[src/rtl/except_ctrl.sv]
// -----------------------------------------------------------------------------
// except_ctrl
//
// MEM-stage exception arbiter and pipeline-redirect controller. It sits
// directly upstream of the CP0 register file.
//
// Each cycle it ranks the raw exception flags of the MEM-stage instruction
// against pending interrupts. The interrupt check uses CP0 Status/Cause/EPC
// values with any in-flight WB-stage CP0 write forwarded in. The winning
// exception code, the faulting PC and the delay-slot flag go to CP0.
//
// Once an exception is taken, the controller holds flush_o for FLUSH_CYCLES
// cycles. During that time new_pc_o carries either the exception vector or,
// for ERET, the EPC.
//
// Parameters
//   EXC_VECTOR    redirect target for every exception except ERET
//   FLUSH_CYCLES  cycles flush_o stays high after a commit (legal 1..15)
//
// Ports
//   clk                  clock, rising edge
//   rst                  asynchronous, active-low reset
//   mem_valid_i          MEM stage holds a real instruction
//   mem_pc_i             PC of the MEM-stage instruction
//   mem_in_delayslot_i   MEM instruction sits in a branch delay slot
//   mem_exc_i            raw flags: [0] syscall, [1] break, [2] RI,
//                        [3] overflow, [4] trap, [5] eret
//   cp0_status_i         current CP0 Status
//   cp0_cause_i          current CP0 Cause
//   cp0_epc_i            current CP0 EPC
//   wb_cp0_we_i          WB-stage CP0 write enable
//   wb_cp0_waddr_i       WB-stage CP0 write address (12/13/14)
//   wb_cp0_data_i        WB-stage CP0 write data
//   excepttype_o         exception code to CP0 (combinational)
//   current_inst_addr_o  faulting PC to CP0 (pass-through)
//   is_in_delayslot_o    delay-slot flag to CP0 (pass-through)
//   flush_o              squash IF..MEM and load new_pc_o (registered)
//   new_pc_o             redirect target (registered)
// -----------------------------------------------------------------------------
module except_ctrl #(
    parameter logic [31:0] EXC_VECTOR   = 32'hBFC0_0380,
    parameter int unsigned FLUSH_CYCLES = 2
) (
    input  logic        clk,
    input  logic        rst,
    input  logic        mem_valid_i,
    input  logic [31:0] mem_pc_i,
    input  logic        mem_in_delayslot_i,
    input  logic [5:0]  mem_exc_i,
    input  logic [31:0] cp0_status_i,
    input  logic [31:0] cp0_cause_i,
    input  logic [31:0] cp0_epc_i,
    input  logic        wb_cp0_we_i,
    input  logic [4:0]  wb_cp0_waddr_i,
    input  logic [31:0] wb_cp0_data_i,
    output logic [31:0] excepttype_o,
    output logic [31:0] current_inst_addr_o,
    output logic        is_in_delayslot_o,
    output logic        flush_o,
    output logic [31:0] new_pc_o
);

    // -------------------------------------------------------------------------
    // Constants
    // -------------------------------------------------------------------------
    localparam logic [4:0]  CP0_STATUS_ADDR = 5'd12;   // Status, Cause, EPC are consecutive
    localparam int unsigned NUM_FWD         = 3;

    localparam logic [31:0] CODE_NONE = 32'h0;
    localparam logic [31:0] CODE_INT  = 32'h1;
    localparam logic [31:0] CODE_SYS  = 32'h8;
    localparam logic [31:0] CODE_BP   = 32'h9;
    localparam logic [31:0] CODE_RI   = 32'hA;
    localparam logic [31:0] CODE_OV   = 32'hC;
    localparam logic [31:0] CODE_TR   = 32'hD;
    localparam logic [31:0] CODE_ERET = 32'hE;

    // The counter reloads with FLUSH_CYCLES-1. The exit happens in the cycle
    // where it reads zero, so flush_o is high for exactly FLUSH_CYCLES cycles.
    localparam logic [3:0]  CNT_LOAD = 4'(FLUSH_CYCLES - 1);

    // Flag bit positions inside mem_exc_i
    localparam int EXC_SYS  = 0;
    localparam int EXC_BP   = 1;
    localparam int EXC_RI   = 2;
    localparam int EXC_OV   = 3;
    localparam int EXC_TR   = 4;
    localparam int EXC_ERET = 5;

    typedef enum logic {
        IDLE  = 1'b0,
        FLUSH = 1'b1
    } state_t;

    // -------------------------------------------------------------------------
    // Declarations
    // -------------------------------------------------------------------------
    state_t      state_reg,  state_next;
    logic [3:0]  cnt_reg,    cnt_next;
    logic        flush_reg,  flush_next;
    logic [31:0] new_pc_reg, new_pc_next;

    logic [NUM_FWD-1:0] wb_hit;        // [0] Status, [1] Cause, [2] EPC
    logic [31:0]        status_eff;
    logic [31:0]        cause_eff;
    logic [31:0]        epc_eff;
    logic               int_req;
    logic [31:0]        arb_code;
    logic               arb_enable;
    logic               unused_bits;

    // -------------------------------------------------------------------------
    // WB -> MEM CP0 forwarding
    // One address match per forwarded register.
    // -------------------------------------------------------------------------
    generate
        for (genvar gi = 0; gi < NUM_FWD; gi++) begin : g_fwd_hit
            assign wb_hit[gi] = wb_cp0_we_i &&
                                (wb_cp0_waddr_i == (CP0_STATUS_ADDR + 5'(gi)));
        end
    endgenerate

    assign status_eff = wb_hit[0] ? wb_cp0_data_i : cp0_status_i;
    assign epc_eff    = wb_hit[2] ? wb_cp0_data_i : cp0_epc_i;

    // Only the software-interrupt bits IP[1:0] of Cause are writable by
    // software. The hardware interrupt lines IP[7:2] always come from CP0.
    assign cause_eff = {cp0_cause_i[31:10],
                        wb_hit[1] ? wb_cp0_data_i[9:8] : cp0_cause_i[9:8],
                        cp0_cause_i[7:0]};

    // Interrupt request: an unmasked pending line, with IE set and EXL clear.
    // This is level-sensitive and is re-evaluated every cycle.
    assign int_req = ((cause_eff[15:8] & status_eff[15:8]) != 8'h00) &&
                     status_eff[0] && !status_eff[1];

    // Register bits that take no part in the interrupt decision
    assign unused_bits = ^{cause_eff[31:16], cause_eff[7:0],
                           status_eff[31:16], status_eff[7:2]};

    // -------------------------------------------------------------------------
    // Priority arbitration.
    // The interrupt outranks every synchronous flag, so the interrupted
    // instruction is simply re-executed after the handler returns.
    // -------------------------------------------------------------------------
    always_comb begin
        arb_code = CODE_NONE;
        if (int_req)                  arb_code = CODE_INT;
        else if (mem_exc_i[EXC_RI])   arb_code = CODE_RI;
        else if (mem_exc_i[EXC_OV])   arb_code = CODE_OV;
        else if (mem_exc_i[EXC_TR])   arb_code = CODE_TR;
        else if (mem_exc_i[EXC_SYS])  arb_code = CODE_SYS;
        else if (mem_exc_i[EXC_BP])   arb_code = CODE_BP;
        else if (mem_exc_i[EXC_ERET]) arb_code = CODE_ERET;
    end

    // Arbitration happens only for a real instruction while IDLE. Holding it
    // off during reset keeps CP0 from sampling a code while rst is low.
    assign arb_enable   = rst && (state_reg == IDLE) && mem_valid_i;
    assign excepttype_o = arb_enable ? arb_code : CODE_NONE;

    // CP0 qualifies these with excepttype_o, so they need no gating here.
    assign current_inst_addr_o = mem_pc_i;
    assign is_in_delayslot_o   = mem_in_delayslot_i;

    // -------------------------------------------------------------------------
    // Redirect FSM: next state and next register values
    // -------------------------------------------------------------------------
    always_comb begin
        state_next  = state_reg;
        cnt_next    = cnt_reg;
        flush_next  = flush_reg;
        new_pc_next = new_pc_reg;

        case (state_reg)
            IDLE: begin
                if (excepttype_o != CODE_NONE) begin
                    state_next  = FLUSH;
                    cnt_next    = CNT_LOAD;
                    flush_next  = 1'b1;
                    new_pc_next = (excepttype_o == CODE_ERET) ? epc_eff : EXC_VECTOR;
                end
            end

            FLUSH: begin
                // Any flags seen here belong to squashed instructions.
                if (cnt_reg == 4'd0) begin
                    state_next = IDLE;
                    flush_next = 1'b0;
                end else begin
                    cnt_next = cnt_reg - 4'd1;
                end
            end

            default: begin
                state_next = IDLE;
                flush_next = 1'b0;
            end
        endcase
    end

    // -------------------------------------------------------------------------
    // State registers.
    // The asynchronous reset drops flush_o immediately, even mid-flush.
    // -------------------------------------------------------------------------
    always_ff @(posedge clk or negedge rst) begin
        if (!rst) begin
            state_reg  <= IDLE;
            cnt_reg    <= 4'd0;
            flush_reg  <= 1'b0;
            new_pc_reg <= 32'h0;
        end else begin
            state_reg  <= state_next;
            cnt_reg    <= cnt_next;
            flush_reg  <= flush_next;
            new_pc_reg <= new_pc_next;
        end
    end

    assign flush_o  = flush_reg;
    assign new_pc_o = new_pc_reg;

endmodule

[config.mk]
export PLATFORM = sky130hd
export DESIGN_NAME = except_ctrl
export DESIGN_NICKNAME = d
export VERILOG_FILES = /design/src/rtl/except_ctrl.sv
export SDC_FILE = /design/constraint.sdc
export NUM_CORES = 1
export LEC_CHECK = 0
export BUFFER_PORTS_ARGS = -buffer_cell sky130_fd_sc_hd__buf_2
export CAP_MARGIN = 20
export CORE_AREA = 5 5 103 105
export DETAILED_ROUTE_END_ITERATION = 6
export DIE_AREA = 0 0 108 110
export PLACE_DENSITY = 0.66
export SLEW_MARGIN = 0
export SYNTH_ARGS = -nofsm -noshare
export SYNTH_HDL_FRONTEND = slang
export SYNTH_SLANG_ARGS = --single-unit
[constraint.sdc]
create_clock -name clk -period 4.3 [get_ports clk]
set_input_delay 0.43 -clock clk [delete_from_list [all_inputs] [get_ports clk]]
set_output_delay 0.43 -clock clk [all_outputs]
set_load 0.005 [all_outputs]
; ---- After elaboration in Yosys (flattened, before gate mapping)
; Index checks and enable logic that the tools add are counted.
[totals]
register_bits = 38
output_inout_bits = 98
wordCells = 49
[classes]
bitwise = 2
add_sub_neg = 1
n_eq_ne = 7
mux = 21
n_reduce_logical = 14
[op_table]
columns = op, n
row1 = two-way mux 32 bit, 4
row2 = equality test 32 x 4 -> 1 bit (second input constant), 1
row3 = two-way mux 4 bit, 8
row4 = nonzero test 32 bit, 1
row5 = two-way mux 16 bit, 1
row6 = equality test 5 x 4 -> 1 bit (second input constant), 3
row7 = AND 8 bit, 1
row8 = case mux 4 bit (2 select lines), 1
row9 = nonzero test 8 bit, 1
row10 = logical AND 1 bit, 7
row11 = AND reduction 2 bit, 3
row12 = logical NOT 4 bit, 1
row13 = two-way mux 1 bit, 4
row14 = inequality test 2 x 1 -> 1 bit (second input constant), 2
row15 = case mux 1 bit (2 select lines), 2
row16 = subtractor 4 x 1 -> 4 bit (second input constant), 1
row17 = two-way mux 2 bit, 1
row18 = inequality test 2 bit (second input constant), 1
row19 = logical NOT 1 bit, 1
row20 = inverter 1 bit, 1

; ---- Longest topological paths before layout
; Gate-level depths: netlist (run 1).
[depth]
word_depth = 12
depth_mapped = 7

; ---- Worst setup path before layout (run 1)
; OpenSTA, ideal clock, no wires.
[synth_timing]
path_kind = input -> output
start = input wb_cp0_waddr_i[4]
end = output excepttype_o[2]
cell_stages = 6
t_arrival_ns = 1.932
n_path_buf = 0
setup_slack_ns = 1.938
required_ns = 3.870
cell_sequence = nand4b_4 -> nor3_4 -> mux2i_1 -> nor4_1 -> a31oi_1 -> a2111oi_0
[synth_via]
elab_chain_len = 9
word_cells_on_any_way = 13
cone_classes = eq/ne (2) / mux (4) / bitwise (1) / reduce/logical (6)
[synth_lines]
columns = element, line_no
row1 = from (decl), 54  ; input logic [4:0] wb_cp0_waddr_i,
row2 = equality test 5 x 4 -> 1 bit, 119  ; (wb_cp0_waddr_i == (CP0_STATUS_ADDR + 5'(gi)));
row3 = logical AND 1 bit, 118  ; assign wb_hit[gi] = wb_cp0_we_i &&
row4 = two-way mux 2 bit / two-way mux 16 bit (equally long branches), "129, 123"
row5 = AND 8 bit, 134  ; assign int_req = ((cause_eff[15:8] & status_eff[15:8]) != 8'h00) &&
row6 = nonzero test 8 bit, 134
row7 = logical AND 1 bit, 134
row8 = logical AND 1 bit *, 135  ; status_eff[0] && !status_eff[1];
row9 = two-way mux 32 bit *, 148  ; if (int_req) arb_code = CODE_INT;
row10 = two-way mux 32 bit *, 160  ; assign excepttype_o = arb_enable ? arb_code : CODE_NONE;
row11 = to (decl), 56  ; output logic [31:0] excepttype_o,
; Mark *: on every way between the ends. The rest lies on a longest branch, timed or not.

; ---- Final worst setup path (run 1)
; Same ends and word-level chain as after synthesis.

==> metrics, run 1 <==
instance count of the mapped netlist 254; cell total after placement 481; ports placed on the boundary 274; final clock period utilization by the worst path 72.6%; VDD IR-drop max 0.000174 V; post-detailed-placement half-perimeter wirelength 6.08 mm; number of enable-type register cells in the synthesized netlist 0; P_leak 1.52 nW; DRC 0; root buffer cell clkbuf_8; Max Clock Skew 0.00982 ns; warning count from the yosys run 0; hold violation total from the final report 0; register clock-pin slew on the reported worst setup and hold paths 0.08 ns; highest-delay cell along the critical path nor4_1; Worst Setup End Kind primary output; die height 110 um; site row count 36; count of endpoints failing setup in the final report 0; Final Net Count 533; transition time at the pin with the least slew margin 0.581 ns; compound-cell area share of the yosys netlist 17.8%; Pre-Repair DR Iteration Count 4; routed wire length on met3 621 um; Critical Path Start Type primary input; core area 0.00955 mm^2; crit-path most repeated cell buf_2; ANT nets after route 0; critical path's largest stage delay 0.58 ns; unrepaired setup endpoints after global routing false; deepest clock path buffer count 2; DRC marker count from the first detailed-route iteration 85; post-DR wirelength/cell 15.4 um; Synth Area per Inst 10.3 um^2; wire length on met1 2.76 mm; number of max-cap violations 0; series of cell instances along the critical path buf_2 -> nand4b_4 -> nor3_4 -> mux2i_1 -> nor4_1 -> a31oi_1 -> a2111oi_0 -> buf_2; overall fraction of global-route tracks in use 12.3%; HP Class primary input to async pin; final sum of negative setup slack 0 ns; Sink Count 38; wire length of the first global-routing pass 11.2 mm; die area 0.0119 mm^2; routed wire length on met2 3.94 mm; fraction of registers with async set or reset after synthesis 100%; detailed-route via count 2188; initial core utilization 27.4%; distinct cell type count of the synthesized netlist 41; worst slew margin relative to its limit 60.9%; number of flip-flops in the largest register 32; Post-CTS Hold Fix Bufs 0; input/output buffers 133; share of synthesized area occupied by flip-flops and latches 36.3%; simple-gate share of the synthesized area 9.31%; number of antenna violations at the first check in global routing 0; vias in the first global route 2160; mapped cell area 0.00262 mm^2; highest routing layer actually used met4; run status finished clean; gp weighted congestion 0.728; max-slew violation count 0; shortest clock period the worst path allows after layout 3.12 ns; commonest cells after routing, fill and taps aside 133 x buf_2, 38 x dfrtp_1, 28 x conb_1; dominant combinational cell family by area after synthesis buffers and inverters; worst-path maximum fanout 6; number of gates resized after CTS 0; CTS tree yes; parity-gate share of the synthesized area counting xor and xnor cells 0.334%; number of buffers created by CTS 5; average vias per placed instance 4.47; chip width 108 um; synthesized-area fraction occupied by adder cells 0.955%; worst slack at placement 1.13 ns; final WL 7.57 mm; Max Clock Freq 320 MHz; post-synthesis register bit count 38; kind of critical path primary input to primary output; Setup Buffers After CTS 0; area added between synthesis and finish 23.4%; post-synthesis mux area share 15.1%; fin worst setup slack 1.18 ns; Cell Pwr Density 333 mW/mm^2; remaining global-route overflow 0; proportion of layout cells with a drive suffix above 1 47.2%; deepest level of the CTS H-tree 2; most frequent standard cell in the layout excluding fill and tap cells buf_2; post-layout instance count excluding filler cells 490; maximum number of pins on one net before global-route repair 40; WP data arrival 2.69 ns; kind of cell adding the most delay to the critical path simple AND/OR/NAND/NOR gates; data required time at the worst endpoint 3.87 ns; most instantiated flip-flop cell in the synthesis netlist dfrtp_1; count of buffering cells on the critical path with inverters included 2; insertion delay of the later-clocked pin in the worst-skew pair 0.29 ns
[worst paths after layout]
path                       slack [ns]                 from                  endpoint  cells after the start
setup / recovery                 1.18    wb_cp0_waddr_i[4]           excepttype_o[2]                      8
hold / removal                   0.19                  rst  new_pc_o[17]$_DFFE_PN0P_                      2
setup reg to reg                 2.17  state_reg$_DFF_PN0_  new_pc_o[27]$_DFFE_PN0P_                      6
hold reg to reg                  0.49  flush_o$_DFFE_PN0P_       flush_o$_DFFE_PN0P_                      2
max in group asynchronous        3.75                  rst  new_pc_o[22]$_DFFE_PN0P_                      2
min in group clk                 0.42        cp0_epc_i[17]  new_pc_o[17]$_DFFE_PN0P_                      3
[logic make-up after synthesis]
| group | Yosys count |
|---|---|
| simple gates | 44 |
| mux | 38 |
| other cells | 1 |
| xor+xnor | 1 |
| fa+ha+maj | 2 |
| compound gates | 56 |
| flops | 38 |
| buf+inv | 74 |
[report_power, final]
group / switching [mW] / total (mW) / internal (mW) / leakage (nW)
logic: 0.143 / 0.275 / 0.132 / 0.992
registers: 0.0367 / 0.428 / 0.392 / 0.457
clock network: 0.124 / 0.372 / 0.247 / 0.0714
total: 0.304 / 1.07 / 0.771 / 1.52
[cell usage after synthesis, types with 2 or more instances]
library cell,number,share of area (%)
clkbuf_1,4,0.57
o2bb2ai_1,20,6.7
a21oi_1,4,0.76
buf_4,63,18
nand2_1,17,2.4
dfrtp_1,38,36
o22a_1,12,4.0
nor2b_1,2,0.48
mux2_2,13,5.6
a22oi_1,5,1.4
o21ai_0,2,0.38
nor3_1,6,1.1
nand3_1,5,0.95
buf_2,3,0.57
o21ai_1,2,0.38
inv_1,3,0.43
ha_1,2,0.95
a31oi_1,2,0.48
mux2i_1,25,9.6
nor2_1,4,0.57
nand2b_1,2,0.48
[routing by layer]
layer,vias to the layer above,global-route usage [%]
li1,1033,-
met1,1034,13.6
met2,93,21.5
met3,28,3.55
met4,0,6.13
met5,-,0
[cell type report]
type                            count  area [um^2]
Inverter                            3         11.3
Clock buffer                        6         82.6
Timing Repair Buffer              138          703
Sequential cell                    38          951
Tap cell                          133          166
Fill cell                        1005         6320
Antenna cell                        1         2.50
Clock inverter                      2         60.1
Multi-Input combinational cell    169         1250
[through the flow]
stage,cell area (um^2),util (%),hold WS (ns),power (mW)
floorplan,2720,-,0.134,0.651
detailed placement,3090,32.3,0.469,0.716
CTS,3230,33.8,0.200,1.10
finish,3230,33.8,0.193,1.07
global route,3230,33.8,0.225,1.16
global placement,3090,32.3,0.457,0.703
Power figures use the tool's default switching activity.
==> run 2, diff against run 1 <==
ABC_AREA = 1   (was default)
CORE_AREA = 5 5 102 104   (was 5 5 103 105)
DIE_AREA = 0 0 107 109   (was 0 0 108 110)
PLACE_DENSITY = 0.73   (was 0.66)
clock period = 2.7 ns   (was 4.3 ns; I/O delays follow)
==> metrics, run 2 <==
most frequently used cell type in the post-synthesis netlist nand2_1; wire length of the first global-routing pass 13.1 mm (+17%); post-synthesis mux area share 0% (-15 points); die area 0.0117 mm^2 (-1.8%); compound-cell area share of the yosys netlist 6.15% (-12 points); WP data arrival 1.90 ns (-0.79 ns); unrepaired setup endpoints after global routing false; die height 109 um (-0.91%); VDD IR-drop max 0.000233 V (+33%); worst r2r path cells 7 (+1); gp weighted congestion 0.798 (+9.6%); worst-path maximum fanout 27 (+21); R2R setup slack 0.87 ns (-1.30 ns); ranking of synthesized cells by instance count 115 x nand2_1, 63 x buf_4, 40 x inv_1, 40 x nand3_1, 38 x dfrtp_1; commonest cells after routing, fill and taps aside 133 x buf_2, 115 x nand2_1, 40 x inv_1, 40 x nand3_1, 38 x dfrtp_1; r2r endpoint new_pc_o[5]$_DFFE_PN0P_; final WL 8.34 mm (+10%); root buffer cell clkbuf_8; mapped cell area 0.00295 mm^2 (+13%); number of antenna violations at the first check in global routing 1 (+1); final sum of negative setup slack 0 ns (unchanged); warning count from the yosys run 0 (unchanged); post-layout instance count excluding filler cells 627 (+28%); Synth Area per Inst 7.10 um^2 (-31%); parity-gate share of the synthesized area counting xor and xnor cells 0.297% (-0.037 points); most instantiated flip-flop cell in the synthesis netlist dfrtp_1; overall fraction of global-route tracks in use 14.1% (+1.8 points); fill cell instance count of the final layout 1028 (+2.3%); Post-CTS Hold Fix Bufs 0 (unchanged); ANT nets after route 0 (unchanged); input/output buffers 133 (unchanged); area added between synthesis and finish 18.8%; largest cells by area after synthesis dfrtp_1 32%, buf_4 16%, nand2_1 15%; Pre-Repair DR Iteration Count 4 (unchanged); shortest clock period the worst path allows after layout 2.17 ns; average vias per placed instance 4.48 (+0.40%); synthesized-area fraction occupied by adder cells 0.849% (-0.11 points); Final Net Count 690 (+29%); worst slew margin relative to its limit 56.9% (-4.0 points); number of max-cap violations 0 (unchanged); proportion of netlist area held by the largest area contributor 32.3% (-4.0 points); initial core utilization 31.2% (+3.7 points); hold violation total from the final report 0 (unchanged); Setup Buffers After CTS 0 (unchanged); kind of critical path primary input to primary output; insertion delay of the later-clocked pin in the worst-skew pair 0.29 ns (about the same); data required time at the worst endpoint 2.43 ns (-1.44 ns); DRC marker count from the first detailed-route iteration 107 (+26%); Cell Pwr Density 503 mW/mm^2 (+51%); area taken by multi-input logic gates 0.00141 mm^2 (+12%); core area 0.00946 mm^2 (-0.94%); Worst Setup End Kind primary output; post-synthesis register bit count 38 (unchanged); number of enable-type register cells in the synthesized netlist 0 (unchanged); DRC 0 (unchanged); distinct cell type count of the synthesized netlist 32 (-22%); maximum number of pins on one net before global-route repair 39 (-2.5%); max-slew violation count 0 (unchanged); P_leak 2.05 nW (+35%); deepest clock path buffer count 2 (unchanged); HP Class primary input to async pin; dominant combinational cell family by area after synthesis simple AND/OR/NAND/NOR gates; simple-gate share of the synthesized area 37.0% (+28 points); final clock period utilization by the worst path 80.2%; CTS tree yes; Critical Path Start Type primary input; number of gates resized after CTS 0 (unchanged); proportion of layout cells with a drive suffix above 1 36.8% (-10 points); site row count 36 (unchanged); fraction of registers with async set or reset after synthesis 100% (unchanged); number of flip-flops in the largest register 32 (unchanged); number of buffers created by CTS 5 (unchanged); Max Clock Skew 0.00940 ns (-0.000427 ns); termination of the worst setup path excepttype_o[3]; ports placed on the boundary 274 (unchanged); Max Clock Freq 462 MHz; deepest level of the CTS H-tree 2 (unchanged); remaining global-route overflow 0 (unchanged); register clock-pin slew on the reported worst setup and hold paths 0.08 ns (about the same); instance count of the mapped netlist 415 (+63%); run status finished clean; most frequent standard cell in the layout excluding fill and tap cells buf_2; count of endpoints failing setup in the final report 0 (unchanged); cell total after placement 619 (+29%); vias in the first global route 2787 (+29%); post-detailed-placement half-perimeter wirelength 6.66 mm (+9.5%); detailed-route via count 2811 (+28%); cell type with the largest total area after synthesis dfrtp_1; chip width 107 um (-0.93%); share of synthesized area occupied by flip-flops and latches 32.3% (-4.0 points); post-DR wirelength/cell 13.3 um (-14%); # diodes 0 (-1); Storage cell area 951 um^2 (unchanged); Sink Count 38 (unchanged); launch point of the worst path wb_cp0_waddr_i[4]; reg2reg start state_reg$_DFF_PN0_; transition time at the pin with the least slew margin 0.645 ns (+0.0643 ns)
-- run 2: cell types whose count changed in the layout (fill, tap and decap cells not counted), sizes merged, moves of 5 or more --
cell     change
inv         +37
or2         +12
mux2i       -25
nand2      +103
nor3         -7
o21a        +11
nand3       +38
mux2        -13
a22oi        -5
nor2        +44
o2bb2ai     -20
o22a        -12
-- run 2: power breakdown --
part	internal (mW)	switching (mW)	leakage, nW
Clock	0.394	0.212	0.0714
Combinational	0.197	0.286	1.52
Sequential	0.635	0.0365	0.457
Total	1.23	0.535	2.05
-- run 2: worst min-delay path by stage --
stage	to	slack, ns	cells past startpoint
3_5_place_dp	cnt_reg[2]$_DFFE_PN0P_	0.39	2
3_3_place_gp	new_pc_o[30]$_DFFE_PN0P_	0.38	2
2_1_floorplan	cnt_reg[0]$_DFFE_PN0P_	-0.03	0
5_1_grt	new_pc_o[2]$_DFFE_PN0P_	0.09	2
4_1_cts	cnt_reg[3]$_DFFE_PN0P_	0.07	2
6_report	cnt_reg[3]$_DFFE_PN0P_	0.06	2
-- run 2: cell families after synthesis --
| family | Yosys count |
|---|---|
| DFF | 38 |
| xor gates and xnor gates | 1 |
| adders and majority gates | 2 |
| other | 1 |
| and+or+nand+nor | 230 |
| buffers and inverters | 116 |
| AOI/OAI and AO/OA | 27 |
-- run 2: critical path, stage by stage --
cell and delay, ns:
buf_2 0.10, inv_1 0.04, nand2_1 0.07, nor2_4 0.21
nand3_1 0.11, nand3_1 0.10, nand2_1 0.06, nor2_1 0.14
nand2_2 0.12, nand2_4 0.12, nand3_4 0.30, inv_1 0.12
buf_2 0.12
-- run 2: metal layers --
metal / wire length, um / up-vias / GRT usage, %
met5: 13 / - / 0
met4: 182 / 2 / 5.30
met3: 732 / 23 / 3.08
met2: 3970 / 129 / 24.6
met1: 3450 / 1275 / 17.0
li1: - / 1382 / -
-- run 2: metrics by stage --
stage          total power [mW]  hold slack [ns]  cell area [um^2]  setup WS (ns)  util, %
6_report                   1.76           0.0603              3500          0.534     37.0
5_1_grt                    1.88           0.0925              3500          0.322     37.0
3_5_place_dp               1.17            0.394              3360          0.380     35.5
4_1_cts                    1.78           0.0721              3500          0.500     37.0
2_1_floorplan              1.06          -0.0256              3050           1.02        -
3_3_place_gp               1.15            0.384              3360          0.463     35.5
-- run 2: cell type report --
cell class                 instances  area share [%]
multi-input combinational        288            40.2
timing repair buffer             138            20.1
inverter                          41            4.39
clock inverter                     2            1.71
tap                              114            4.07
sequential                        38            27.1
clock buffer                       6            2.36
